`src/rtl/sram_2rw_pkg.sv`:
```
// Shared types and helpers for the parametrised 2RW SRAM model.
// Latency: n/a (types and combinational helper only).
// Backpressure: n/a.
package sram_2rw_pkg;

  // Same-port read-during-write behaviour.
  typedef enum logic {
    RW_READ_FIRST  = 1'b0,
    RW_WRITE_FIRST = 1'b1
  } rw_mode_e;

  // Widest word the model supports; callers zero-extend into this width.
  localparam int MAX_WIDTH = 256;

  // Bits with mask=1 take data, all others keep the old value.
  function automatic logic [MAX_WIDTH-1:0] merge_mask(
    input logic [MAX_WIDTH-1:0] old_word,
    input logic [MAX_WIDTH-1:0] data_word,
    input logic [MAX_WIDTH-1:0] mask_word
  );
    return (old_word & ~mask_word) | (data_word & mask_word);
  endfunction

endpackage

```
`src/rtl/sram_2rw_rdpipe.sv`:
```
// Read-data output stage for one SRAM port: registers raw read data and its valid.
// Latency: 1 cycle (OUT_REG=0) or 2 cycles (OUT_REG=1) from the sampling edge.
// Backpressure: none; accepts a read every cycle, output holds when no read completes.
//
// Ports:
//   clk, rst     clock and async active-high reset (flushes all stages)
//   rd_vld       a read was sampled this cycle
//   rd_dat       raw word for that read (pre-merged for read mode, zero when out of range)
//   o, ov        read data and one-cycle valid pulse
module sram_2rw_rdpipe #(
  parameter int WIDTH   = 33,
  parameter int OUT_REG = 0
) (
  input  logic             clk,
  input  logic             rst,
  input  logic             rd_vld,
  input  logic [WIDTH-1:0] rd_dat,
  output logic [WIDTH-1:0] o,
  output logic             ov
);

  logic [WIDTH-1:0] s1_dat;
  logic             s1_vld;

  // First stage always present: data only updates on a real read so o holds.
  always_ff @(posedge clk or posedge rst) begin
    if (rst) begin
      s1_dat <= '0;
      s1_vld <= 1'b0;
    end else begin
      s1_vld <= rd_vld;
      if (rd_vld) begin
        s1_dat <= rd_dat;
      end
    end
  end

  if (OUT_REG != 0) begin : g_out_reg
    logic [WIDTH-1:0] s2_dat;
    logic             s2_vld;

    always_ff @(posedge clk or posedge rst) begin
      if (rst) begin
        s2_dat <= '0;
        s2_vld <= 1'b0;
      end else begin
        s2_vld <= s1_vld;
        if (s1_vld) begin
          s2_dat <= s1_dat;
        end
      end
    end

    assign o  = s2_dat;
    assign ov = s2_vld;
  end else begin : g_no_out_reg
    assign o  = s1_dat;
    assign ov = s1_vld;
  end

endmodule

```
`src/rtl/sram_2rw_param.sv`:
```
// Parametrised single-clock two-read/write-port SRAM model with masks and sticky error flags.
// Latency: reads 1 cycle (OUT_REG=0) or 2 cycles (OUT_REG=1); writes visible to reads on the next edge.
// Backpressure: none; both ports accept a read and/or write every cycle.
//
// Ports:
//   CE, RST               clock and async active-high reset
//   CSBn/WEBn/OEBn        per-port active-low chip select, write enable, read enable
//   An, In, WMn           per-port address, write data, write bit mask (1 = bit written)
//   On, OVn               per-port read data and one-cycle read-valid pulse
//   COLL                  sticky: both ports wrote one address with overlapping masks
//   OOR                   sticky: an access used an address >= DEPTH
module sram_2rw_param
  import sram_2rw_pkg::*;
#(
  parameter int       WIDTH   = 33,
  parameter int       DEPTH   = 32,
  parameter int       ADDR_W  = $clog2(DEPTH),
  parameter int       OUT_REG = 0,
  parameter rw_mode_e RW_MODE = RW_READ_FIRST
) (
  input  logic              CE,
  input  logic              RST,
  input  logic              CSB1,
  input  logic              WEB1,
  input  logic              OEB1,
  input  logic [ADDR_W-1:0] A1,
  input  logic [WIDTH-1:0]  I1,
  input  logic [WIDTH-1:0]  WM1,
  output logic [WIDTH-1:0]  O1,
  output logic              OV1,
  input  logic              CSB2,
  input  logic              WEB2,
  input  logic              OEB2,
  input  logic [ADDR_W-1:0] A2,
  input  logic [WIDTH-1:0]  I2,
  input  logic [WIDTH-1:0]  WM2,
  output logic [WIDTH-1:0]  O2,
  output logic              OV2,
  output logic              COLL,
  output logic              OOR
);

  function automatic logic [WIDTH-1:0] merge_w(
    input logic [WIDTH-1:0] old_word,
    input logic [WIDTH-1:0] data_word,
    input logic [WIDTH-1:0] mask_word
  );
    return WIDTH'(merge_mask(MAX_WIDTH'(old_word), MAX_WIDTH'(data_word), MAX_WIDTH'(mask_word)));
  endfunction

  // Array is deliberately not reset; contents are whatever the tool starts with.
  logic [WIDTH-1:0] mem [DEPTH];

  logic in_rng1, in_rng2;

  // A power-of-two depth cannot be exceeded by the address bus.
  if (DEPTH == (1 << ADDR_W)) begin : g_pow2
    assign in_rng1 = 1'b1;
    assign in_rng2 = 1'b1;
  end else begin : g_npow2
    localparam logic [ADDR_W:0] DEPTH_X = (ADDR_W + 1)'(DEPTH);
    assign in_rng1 = ({1'b0, A1} < DEPTH_X);
    assign in_rng2 = ({1'b0, A2} < DEPTH_X);
  end

  logic             re1, re2, we1, we2, acc1, acc2;
  logic             same_addr, both_wr;
  logic [WIDTH-1:0] old1, old2, wdat1, wdat2, wboth;
  logic [WIDTH-1:0] rd1, rd2;

  assign re1  = ~CSB1 & ~OEB1;
  assign re2  = ~CSB2 & ~OEB2;
  assign we1  = ~CSB1 & ~WEB1 & in_rng1;
  assign we2  = ~CSB2 & ~WEB2 & in_rng2;
  assign acc1 = ~CSB1 & (~WEB1 | ~OEB1);
  assign acc2 = ~CSB2 & (~WEB2 | ~OEB2);

  // Out-of-range lookups read as zero.
  assign old1 = in_rng1 ? mem[A1] : '0;
  assign old2 = in_rng2 ? mem[A2] : '0;

  assign wdat1 = merge_w(old1, I1, WM1);
  assign wdat2 = merge_w(old2, I2, WM2);

  // Same-address dual write: apply port 2 first, then port 1 on top so port 1 wins overlaps.
  assign same_addr = (A1 == A2);
  assign both_wr   = we1 & we2 & same_addr;
  assign wboth     = merge_w(wdat2, I1, WM1);

  // Write-first only affects the port's own write; cross-port reads always see the old word.
  always_comb begin
    rd1 = old1;
    rd2 = old2;
    if (RW_MODE == RW_WRITE_FIRST) begin
      if (we1) rd1 = both_wr ? wboth : wdat1;
      if (we2) rd2 = both_wr ? wboth : wdat2;
    end
  end

  always_ff @(posedge CE) begin
    if (!RST) begin
      if (both_wr) begin
        mem[A1] <= wboth;
      end else begin
        if (we1) mem[A1] <= wdat1;
        if (we2) mem[A2] <= wdat2;
      end
    end
  end

  always_ff @(posedge CE or posedge RST) begin
    if (RST) begin
      COLL <= 1'b0;
      OOR  <= 1'b0;
    end else begin
      if (both_wr && ((WM1 & WM2) != '0)) COLL <= 1'b1;
      if ((acc1 & ~in_rng1) | (acc2 & ~in_rng2)) OOR <= 1'b1;
    end
  end

  sram_2rw_rdpipe #(.WIDTH(WIDTH), .OUT_REG(OUT_REG)) u_rdpipe1 (
    .clk    (CE),
    .rst    (RST),
    .rd_vld (re1),
    .rd_dat (rd1),
    .o      (O1),
    .ov     (OV1)
  );

  sram_2rw_rdpipe #(.WIDTH(WIDTH), .OUT_REG(OUT_REG)) u_rdpipe2 (
    .clk    (CE),
    .rst    (RST),
    .rd_vld (re2),
    .rd_dat (rd2),
    .o      (O2),
    .ov     (OV2)
  );

endmodule

```
`config.mk`:
```
export PLATFORM = sky130hd
export DESIGN_NAME = sram_2rw_param
export DESIGN_NICKNAME = d
export VERILOG_FILES = /design/src/rtl/sram_2rw_pkg.sv /design/src/rtl/sram_2rw_rdpipe.sv /design/src/rtl/sram_2rw_param.sv
export SDC_FILE = /design/constraint.sdc
export NUM_CORES = 2
export LEC_CHECK = 0
export ABC_AREA = 1
export CAP_MARGIN = 5
export CELL_PAD_IN_SITES_DETAIL_PLACEMENT = 1
export CELL_PAD_IN_SITES_GLOBAL_PLACEMENT = 2
export CORE_UTILIZATION = 25
export DETAILED_ROUTE_END_ITERATION = 7
export PLACE_DENSITY = 0.58
export SKIP_CTS_REPAIR_TIMING = 1
export SLEW_MARGIN = 0
export SYNTH_ARGS = -nofsm -noshare
export SYNTH_HDL_FRONTEND = slang
export SYNTH_HIERARCHICAL = 1
export SYNTH_SLANG_ARGS = --single-unit
```
`constraint.sdc`:
```
create_clock -name CE -period 3.15 [get_ports CE]
set_clock_uncertainty 0.2 [all_clocks]
set_input_delay 0.63 -clock CE [delete_from_list [all_inputs] [get_ports CE]]
set_output_delay 0.63 -clock CE [all_outputs]
set_load 0.05 [all_outputs]
```
==> results by group <==
Status
  • Result of the run: finished, final reports clean

Yosys
  • Mapped Cells: 11,460
  • Mux cell area share after synthesis: 0%
  • Synth Area in XOR/XNOR: 0.02342%
  • Synth cell count leaders: 8,724 x nand2_1, 1,056 x edfxtp_1, 522 x buf_2
  • Area contributors post-synth: nand2_1 44%, edfxtp_1 42%, buf_2 3.5%
  • Post-Syn Area: 74,780 um^2
  • Most common cell in the netlist: nand2_1
  • Post-Synth Adder-Cell Area: 0%
  • Simple-Gate Fraction of Synth Area: 46.73%
  • Post-synth ARST share: 6.133%
  • Most used DFF post-synth: edfxtp_1
  • Post-synth EDFFs: 1,056
  • Yosys warnings: 6
  • Sequential area share after synthesis: 44.71%
  • Post-synthesis cell type count: 33
  • Post-synth net total: 11,610
  • Syn avg cell area: 6.525 um^2
  • Post-synthesis compound-gate area fraction: 1.216%
  • Synthesis-stage register bit count: 1,125
  • Top cell type's share of synthesized area: 43.79%
  • Main combinational cell family by area after synthesis: simple AND/OR/NAND/NOR gates
  • Leading area contributor after synthesis: nand2_1

Floorplan
  • FP Rows: 200
  • Die Y: 548.9 um
  • Initial Util: 25.15%
  • Die ar.: 301,300 um^2
  • DIE WIDTH: 548.9 um
  • Io pins: 220
  • Core area: 297,300 um^2

Worst setup path
  • Slowest cell on the critical path: clkdlybuf4s50_1
  • Reg-to-reg startpoint: mem[9][2]$_DFFE_PP_
  • R2r setup slk: 0.42 ns
  • CP peak stage delay: 0.49 ns
  • Crit path kind: in -> reg
  • Top cell by count, worst path: buf_4
  • Crit path DAT: 3.41 ns
  • Worst setup startpoint: A2[3]
  • Worst Setup Start Kind: input pin
  • Worst-path maximum fanout: 11
  • CP required: 3.49 ns
  • Worst Path Buf+Inv: 8
  • Crit path cell chain: clkdlybuf4s50_1, buf_4, buf_4, nor3_4, buf_12, buf_4, inv_1, nor2_4, inv_2, o21ai_4, buf_4
  • Worst Setup End Kind: register
  • Top Family by Delay on Critical Path: buffers and inverters

Timing
  • RSZ-0062 raised after global routing: no
  • Worst slew margin: 39.01%
  • Fmax: 0.3260 GHz
  • Hold_ws: 0.1088 ns
  • Actual slew at the worst max-slew pin: 0.9148 ns
  • Fin. max-slew vios: 0
  • Final Hold Viols: 0
  • Setup violators final: 0
  • Clock period minus worst slack: 3.068 ns
  • Crit share post-route: 97.39%

Detailed routing
  • DR pass1 iterations: 7
  • WL/cell: 29.50 um
  • Vias per cell: 4.972
  • Post-DRT Antenna Nets: 0
  • Via count: 79,650
  • Total Wirelength: 472,600 um
  • Residual DRC count: 0
  • Initial drt markers: 7,711

Global routing
  • Vias in the first global route: 79,720
  • Initial antenna violation count: 29
  • Largest net degree at the start of global routing: 70
  • First-pass GRT wire length: 648,400 um
  • Tot GR Track Use: 30.84%
  • Grt ovf: 0

Clock tree
  • Clk sinks: 1,125
  • CTS tree: built
  • H-Tree Level Count: 4
  • Clk Latency, worst-skew pair: 0.86 ns
  • CTS buffer count: 163
  • Clk slew on worst S/H paths: 0.05 ns
  • CTS root buf: clkbuf_16
  • Clock Tree Buf Depth: 4

Final layout
  • Share of cells above drive strength 1: 11.08%
  • Fill cells: 36,570
  • Nets: 12,110
  • FF+latch area: 33,440 um^2
  • Area Growth Syn to Fin: 26.70%
  • Fin area: 94,750 um^2
  • Area of the multi-input gates: 36,360 um^2

Pwr
  • Leakage power: 46.65 nW
  • Worst vdd ir: 0.3415 mV
  • Power Density: 458.9 nW/um^2

Place
  • Placed Area: 89,820 um^2
  • HPWL Detailed: 323,700 um
  • Port-buffer cells: 218
  • Placer Congestion: 0.9075

Min path
  • Hold Path Class: in -> async

Job
  • Max Cap Violations: 0
-- where the power goes --
part           switching [mW]  total [mW]  internal (mW)
clock                    7.71        18.0           10.3
combinational            5.86        8.52           2.66
sequential              0.123        16.9           16.8
-- worst min-delay path: stages --
cell	delay (ns)
clkdlybuf4s50_1	0.45
buf_12	0.18
inv_1	0.09
buf_4	0.11
-- layer usage --
layer | GRT usage, % | part of all wire, % | vias up
met5 | 0 | 0.0038 | -
met4 | 13.26 | 4.8 | 2
met3 | 3.588 | 5.8 | 738
met2 | 50.85 | 46 | 2761
met1 | 40.62 | 43 | 40120
li1 | - | - | 36030
-- final cells by class --
class	count	area share [%]
Inverter	232	0.9838
Antenna cell	6	0.01585
Timing Repair Buffer	1142	14.95
Tap cell	3939	5.202
Sequential cell	1125	35.29
Multi-Input combinational cell	9293	38.37
Clock inverter	67	0.4569
Clock buffer	217	4.726
-- final timing paths --
path / end / cells after the start
setup / recovery: mem[3][6]$_DFFE_PP_ / 11
hold / removal: COLL$_DFFE_PP0P_ / 4
setup reg to reg: mem[31][2]$_DFFE_PP_ / 16
hold reg to reg: u_rdpipe2/o[15]$_DFFE_PP0P_ / 2
max in group asynchronous: u_rdpipe1/o[31]$_DFFE_PP0P_ / 4
min in group CE: COLL$_DFFE_PP0P_ / 6
-- logic make-up after synthesis --
kind of cell | count (synthesis)
and+or+nand+nor | 9113
DFF | 1125
buffers and inverters | 1042
AOI/OAI and AO/OA | 177
xor gates and xnor gates | 2
other | 1
-- through the flow --
stage	instances	setup TNS (ns)	power [mW]	worst slack, ns	util, %
finish	16020	0	43.48	0.08232	31.87
detailed placement	15730	-961.44	25.73	-0.8089	30.21
floorplan	11460	-521.93	21.72	-0.5549	-
global placement	15730	-930.65	25.58	-0.8079	30.21
CTS	16020	0	43.77	0.1111	31.87
global route	16020	0	44.84	0.02115	31.87
-- layout by cell type, fill, tap and decap left out, types with 2 or more instances in the layout --
master / count
nand2_1: 8724
edfxtp_1: 1056
buf_4: 522
buf_12: 402
clkdlybuf4s50_1: 214
clkbuf_16: 168
inv_1: 151
nor2_1: 138
nand3_1: 132
o21ai_0: 102
dfrtp_1: 69
clkinv_1: 62
nand2_2: 57
inv_2: 45
clkbuf_1: 40
nor2_4: 34
o21ai_4: 32
o21ai_1: 31
clkinv_2: 22
nor3_4: 16
clkbuf_8: 9
o22ai_1: 8
diode_2: 6
inv_8: 5
bufinv_16: 5
nand3_4: 4
buf_8: 4
nor3_1: 3
inv_4: 3
inv_6: 3
o2111ai_1: 2
xor2_1: 2
clkinvlp_4: 2
-- sequential cells by signal, summed over array words and instances (netlist names) --
name / count
mem: 1056
u_rdpipe2/o: 33
u_rdpipe1/ov: 1
u_rdpipe1/o: 33
u_rdpipe2/ov: 1
COLL: 1
Note: power is estimated with default switching activity, not from simulation.
